File: src/rtl/sd_pkg.sv
// Shared definitions for the SD image loader: loader states, sector size
// and the sector-count helper used to size a load.
package sd_pkg;

   localparam int SECTOR_BYTES = 512;
   localparam int STATE_W      = 3;

   typedef enum logic [STATE_W-1:0] {
      IDLE,
      WAIT_INIT,
      REQ,
      RECV,
      GAP,
      FIN
   } state_t;

   // Number of whole sectors needed to hold the image (ceiling divide).
   function automatic int num_sec(input int pix_total, input int pix_bytes);
      return (pix_total * pix_bytes + SECTOR_BYTES - 1) / SECTOR_BYTES;
   endfunction

endpackage

File: src/rtl/sd_byte_packer.sv
// Packs a byte stream into PIX_BYTES-wide pixel words. The first byte of a
// pixel ends up in the MSBs; word_valid pulses the cycle after the byte that
// completes a pixel. Partial pixels survive until clr or reset.
module sd_byte_packer
   import sd_pkg::*;
#(
   parameter  int PIX_BYTES = 2,
   localparam int DATA_W    = 8 * PIX_BYTES
) (
   input  logic              clk,
   input  logic              rst,
   input  logic              clr,
   input  logic              en,
   input  logic [7:0]        byte_in,
   output logic [DATA_W-1:0] word,
   output logic              word_valid
);

   logic [7:0] lane_reg [PIX_BYTES];
   logic [1:0] cnt_reg;
   logic       last;

   assign last = (cnt_reg == 2'(PIX_BYTES - 1));

   // Shift lanes toward the MSB lane; lane 0 always takes the newest byte.
   always_ff @(posedge clk or posedge rst) begin
      if (rst) begin
         for (int i = 0; i < PIX_BYTES; i++) lane_reg[i] <= '0;
      end else if (clr) begin
         for (int i = 0; i < PIX_BYTES; i++) lane_reg[i] <= '0;
      end else if (en) begin
         for (int i = PIX_BYTES - 1; i > 0; i--) lane_reg[i] <= lane_reg[i-1];
         lane_reg[0] <= byte_in;
      end
   end

   // Count bytes modulo PIX_BYTES and flag a finished pixel one cycle later.
   always_ff @(posedge clk or posedge rst) begin
      if (rst) begin
         cnt_reg    <= '0;
         word_valid <= 1'b0;
      end else if (clr) begin
         cnt_reg    <= '0;
         word_valid <= 1'b0;
      end else begin
         word_valid <= en && last;
         if (en) cnt_reg <= last ? 2'd0 : cnt_reg + 2'd1;
      end
   end

   genvar gi;
   generate
      for (gi = 0; gi < PIX_BYTES; gi++) begin : g_word
         assign word[8*gi +: 8] = lane_reg[gi];
      end
   endgenerate

endmodule

File: src/rtl/sd_img_loader.sv
// Loads one contiguously stored image from the SD card into BRAM: walks the
// image's sectors through the SD reader, packs the returned bytes into
// pixels and writes them to consecutive BRAM addresses.
module sd_img_loader
   import sd_pkg::*;
#(
   parameter  int PIX_BYTES = 2,
   parameter  int PIX_TOTAL = 19200,
   parameter  int ADDR_W    = 15,
   localparam int DATA_W    = 8 * PIX_BYTES
) (
   input  logic              sd_clk,
   input  logic              rst,
   input  logic              start,
   input  logic [31:0]       base_sec,
   input  logic              init,
   input  logic [7:0]        sd_byte,
   input  logic              sd_valid,
   input  logic              sd_read_done,
   output logic              read_req,
   output logic [31:0]       sec,
   output logic              wr_en,
   output logic [ADDR_W-1:0] wr_addr,
   output logic [DATA_W-1:0] wr_data,
   output logic              busy,
   output logic              done
);

   localparam int              NUM_SEC  = num_sec(PIX_TOTAL, PIX_BYTES);
   localparam logic [31:0]     LAST_SEC = 32'(NUM_SEC - 1);
   localparam logic [ADDR_W:0] PIX_LIM  = (ADDR_W + 1)'(PIX_TOTAL);
   localparam logic [ADDR_W:0] PIX_ONE  = (ADDR_W + 1)'(1);

   state_t          state_reg, state_next;
   logic [31:0]     sec_cnt_reg;
   logic [8:0]      byte_cnt_reg;
   logic            sec_full_reg;   // 512 bytes of this sector already taken
   logic            gap_reg;        // second GAP cycle
   logic            rd_prev_reg;
   logic [ADDR_W:0] pix_cnt_reg;
   logic            accept, take, rd_rise, last_sec;
   logic            word_valid;
   logic [DATA_W-1:0] word;

   assign accept   = (state_reg == IDLE) && start;
   assign take     = (state_reg == RECV) && sd_valid && !sec_full_reg;
   assign rd_rise  = sd_read_done && !rd_prev_reg;
   assign last_sec = (sec_cnt_reg == LAST_SEC);

   sd_byte_packer #(.PIX_BYTES(PIX_BYTES)) u_packer (
      .clk        (sd_clk),
      .rst        (rst),
      .clr        (accept),
      .en         (take),
      .byte_in    (sd_byte),
      .word       (word),
      .word_valid (word_valid)
   );

   // Padding pixels past the image end are packed but never written.
   assign wr_en   = word_valid && (pix_cnt_reg < PIX_LIM);
   assign wr_addr = pix_cnt_reg[ADDR_W-1:0];
   assign wr_data = word;

   // State register.
   always_ff @(posedge sd_clk or posedge rst) begin
      if (rst) state_reg <= IDLE;
      else     state_reg <= state_next;
   end

   // Next-state sequencing of the sector walk.
   always_comb begin
      state_next = state_reg;
      case (state_reg)
         IDLE:      if (start) state_next = init ? REQ : WAIT_INIT;
         WAIT_INIT: if (init) state_next = REQ;
         REQ:       state_next = RECV;
         RECV:      if (rd_rise) state_next = GAP;
         GAP:       if (gap_reg) state_next = last_sec ? FIN : REQ;
         FIN:       state_next = IDLE;
         default:   state_next = IDLE;
      endcase
   end

   // Sector address, byte/sector/pixel counters and status flags.
   always_ff @(posedge sd_clk or posedge rst) begin
      if (rst) begin
         read_req     <= 1'b0;
         sec          <= '0;
         sec_cnt_reg  <= '0;
         byte_cnt_reg <= '0;
         sec_full_reg <= 1'b0;
         gap_reg      <= 1'b0;
         rd_prev_reg  <= 1'b0;
         pix_cnt_reg  <= '0;
         busy         <= 1'b0;
         done         <= 1'b0;
      end else begin
         rd_prev_reg <= sd_read_done;
         read_req    <= (state_next == REQ) || (state_next == RECV);
         gap_reg     <= (state_reg == GAP) ? !gap_reg : 1'b0;

         if (accept) begin
            sec          <= base_sec;
            sec_cnt_reg  <= '0;
            byte_cnt_reg <= '0;
            sec_full_reg <= 1'b0;
            busy         <= 1'b1;
            done         <= 1'b0;
         end else if ((state_reg == GAP) && gap_reg && !last_sec) begin
            sec          <= sec + 32'd1;
            sec_cnt_reg  <= sec_cnt_reg + 32'd1;
            byte_cnt_reg <= '0;
            sec_full_reg <= 1'b0;
         end else if (take) begin
            if (byte_cnt_reg == 9'd511) sec_full_reg <= 1'b1;
            else                        byte_cnt_reg <= byte_cnt_reg + 9'd1;
         end

         if (state_reg == FIN) begin
            busy <= 1'b0;
            done <= 1'b1;
         end

         if (accept)     pix_cnt_reg <= '0;
         else if (wr_en) pix_cnt_reg <= pix_cnt_reg + PIX_ONE;
      end
   end

endmodule
File: config.mk
export PLATFORM = sky130hd
export DESIGN_NAME = sd_img_loader
export DESIGN_NICKNAME = d
export VERILOG_FILES = /design/src/rtl/sd_pkg.sv /design/src/rtl/sd_byte_packer.sv /design/src/rtl/sd_img_loader.sv
export SDC_FILE = /design/constraint.sdc
export NUM_CORES = 1
export LEC_CHECK = 0
export ABC_AREA = 1
export CORE_MARGIN = 4
export CORE_UTILIZATION = 33
export DETAILED_ROUTE_END_ITERATION = 12
export HOLD_SLACK_MARGIN = 0.12
export PLACE_DENSITY_LB_ADDON = 0.25
export RECOVER_POWER = 50
export SETUP_SLACK_MARGIN = 0.1
export SLEW_MARGIN = 15
export SYNTH_ARGS = -nofsm -noshare
export SYNTH_HDL_FRONTEND = slang
export SYNTH_SLANG_ARGS = --single-unit
File: constraint.sdc
create_clock -name sd_clk -period 6.5 [get_ports sd_clk]
set_input_delay 1.3 -clock sd_clk [delete_from_list [all_inputs] [get_ports sd_clk]]
set_output_delay 1.3 -clock sd_clk [all_outputs]
set_load 0.05 [all_outputs]
==> results.cfg <==
[power_and_ir_drop]
internal_power_uw = 2060
clkPwrFrac = 0.272
power_frac_comb = 0.424
p_per_area_mw_per_mm2 = 404
switching_share = 0.458
pwr-share-seq = 0.304
p_sw_uw = 1740
peakVddDrop_mv = 0.249
power_leakage_uw = 0.00430

[floorplanning]
fp.dieH_um = 159
pin_count = 113
die_w_um = 159
rows = 55
core_region_area_mm2 = 0.0226
fp.dieArea_mm2 = 0.0253
start_util = 0.334

[routing]
drtIter0Drc = 607
first_pass_iters = 7
vias_per_cell = 4.94
vias = 7543
post-route-drc-count = 0
routedWlPerCell_um = 14.6
wl_um = 22300
ant_nets = 0

[status]
status = finished, violations left
violations = max-capacitance violations, max-slew violations

[setup_path]
r2r_start = state_reg[0]
critPathKind = in2reg
start_kind = input pin
r2r_slack_ps = 2710
r2r_end = pix_cnt_reg[3]
end_kind = register
crit_required_ps = 6830
startpoint = start
ff2ff_path_depth = 7
cp-endpoint = pix_cnt_reg[3]
critical_path.max_fanout = 36
crit_arrival_ps = 5170

[worst_hold_path]
hold_depth = 1
hold_class = reg2reg
hold_start = u_packer.cnt_reg[1]

[sta]
setup_tns_ps = 0
holdWs_ps = 436
finalHoldViolations = 0
rsz0062_at_grt = no
setup_violations = 0
drv_slew = 141
fin_worst_skew_ps = 7.15
slew_headroom = -1.01
worst_pin_slew_ps = 2990
max_freq_mhz = 207
finalCritPeriodShare = 0.744
fin_crit_ps = 4840

[grt]
grt_max_degree = 77
grt.overflow.total = 0
antenna_found_initial = 0
grtUsageTotal = 0.176
grt_pass1_wl_um = 36900
grt_pass1_vias = 7162

[synth]
synth.yosys.seq_area_share = 0.388
ys_top_cells_by_area = dfrtp_1 (39%), nand2_1 (21%), nand3_1 (7.7%)
syn_nets = 1192
syn_area_mm2 = 0.00754
synth_top_cell_by_area = dfrtp_1
ys_seq_elements = 117
synth_ff_type = dfrtp_1
avgSynthCellArea_um2 = 6.61
synth_edf_count = 0
ys_async_sr_fraction = 1.00
yosys_warnings = 0
synthCells = 1140
yosysTopAreaCellShare = 0.388
yosys.cell_types.count = 36

[clock_network]
holdBufCountCts = 0
clkTransAtPathRegs_ps = 60
numCtsBuffers = 17
clockRootBuffer = clkbuf_16
clock_path_buffers = 2
cts_resized = 0
post_cts_buffers = 0
h-tree-depth = 4
clk_latency_ps = 420
tritoncts = yes
clock_sinks = 117

[layout]
diodes = 0
final_cell_mix = nand2_1 (418), nor2_1 (152), dfrtp_1 (117)
fin_nets = 1281
mostFrequentLayoutCell = nand2_1
nFillCells = 2381
synthToLayoutAreaGrowth_pct = 24.7
layout-drive-gt1-share = 0.0548

[placed_design]
place_hpwl_um = 16000
routabilityCongestion = 0.942
port_buffers = 112

[job]
max_cap_viol_count = 2
-- how the worst min path moves through the flow --
stage,endpoint,slack (ps)
floorplan,u_packer.word_valid,410
global placement,u_packer.word_valid,420
detailed placement,u_packer.word_valid,430
CTS,u_packer.word_valid,440
global route,u_packer.word_valid,470
finish,u_packer.word_valid,440
-- kinds of logic (layout without fill, tap and decap cells) --
family	Yosys count	count (layout)	synth area share
compound gates	71	71	0.0546
xor+xnor	20	20	0.0232
fa+ha+maj	6	6	0.00995
buf+inv	160	262	0.0951
flops	117	117	0.388
simple gates	766	766	0.429
-- worst max-delay path, cell delays in order --
cell           delay (ps)
dlygate4sd3_1         530
inv_1                  70
nor2_1                 50
nand2_1               950
clkinv_1              710
clkbuf_1              710
nor2_4                440
inv_1                 200
o21ai_0               190
-- metal layers --
layer  track usage  wire length [µm]  up-vias
li1              -                 -     3784
met1         0.240             10400     3499
met2         0.283             10200      228
met3        0.0352              1350       32
met4        0.0544               434        0
met5             0                 0        -
-- cells in the mapped netlist (2+ instances only) --
cell / instances
a21o_1: 2
a21oi_1: 3
a21oi_2: 3
buf_2: 17
buf_4: 15
buf_6: 5
clkbuf_1: 8
clkinv_1: 2
dfrtp_1: 117
ha_1: 6
inv_1: 109
inv_2: 2
nand2_1: 418
nand3_1: 116
nand3b_1: 10
nand4_1: 33
nor2_1: 153
nor2_2: 2
nor3_1: 9
o21ai_0: 47
o21bai_1: 3
o31ai_1: 11
or2_2: 18
xor2_1: 19
-- stage by stage --
step	instance area (µm²)	utilization	std cells	total power (µW)	worst slack (ps)
finish	9400	0.417	1527	3800	1660
global route	9400	0.417	1527	4020	1340
CTS	9420	0.417	1527	3860	2690
detailed placement	8770	0.389	1495	2810	2250
global placement	8770	0.389	1495	2790	2300
floorplan	7540	-	1140	2280	2100
-- power by group through the flow --
stage               registers (µW)  logic (µW)  clock network [µW]
global placement              1160        1630                   0
floorplan                     1550         730                   0
detailed placement            1160        1640                   0
CTS                           1160        1640                1050
finish                        1160        1610                1030
global route                  1190        1750                1080
-- cell type report --
cell class                 count  area (µm²)  area share
sequential                   117        2930       0.311
tap                          285         357      0.0379
clock inverter                15         218      0.0232
inverter                     114         430      0.0458
timing repair buffer         116        1140       0.122
multi-input combinational    863        3900       0.415
clock buffer                  17         425      0.0452
(Power assumes the default switching activity.)
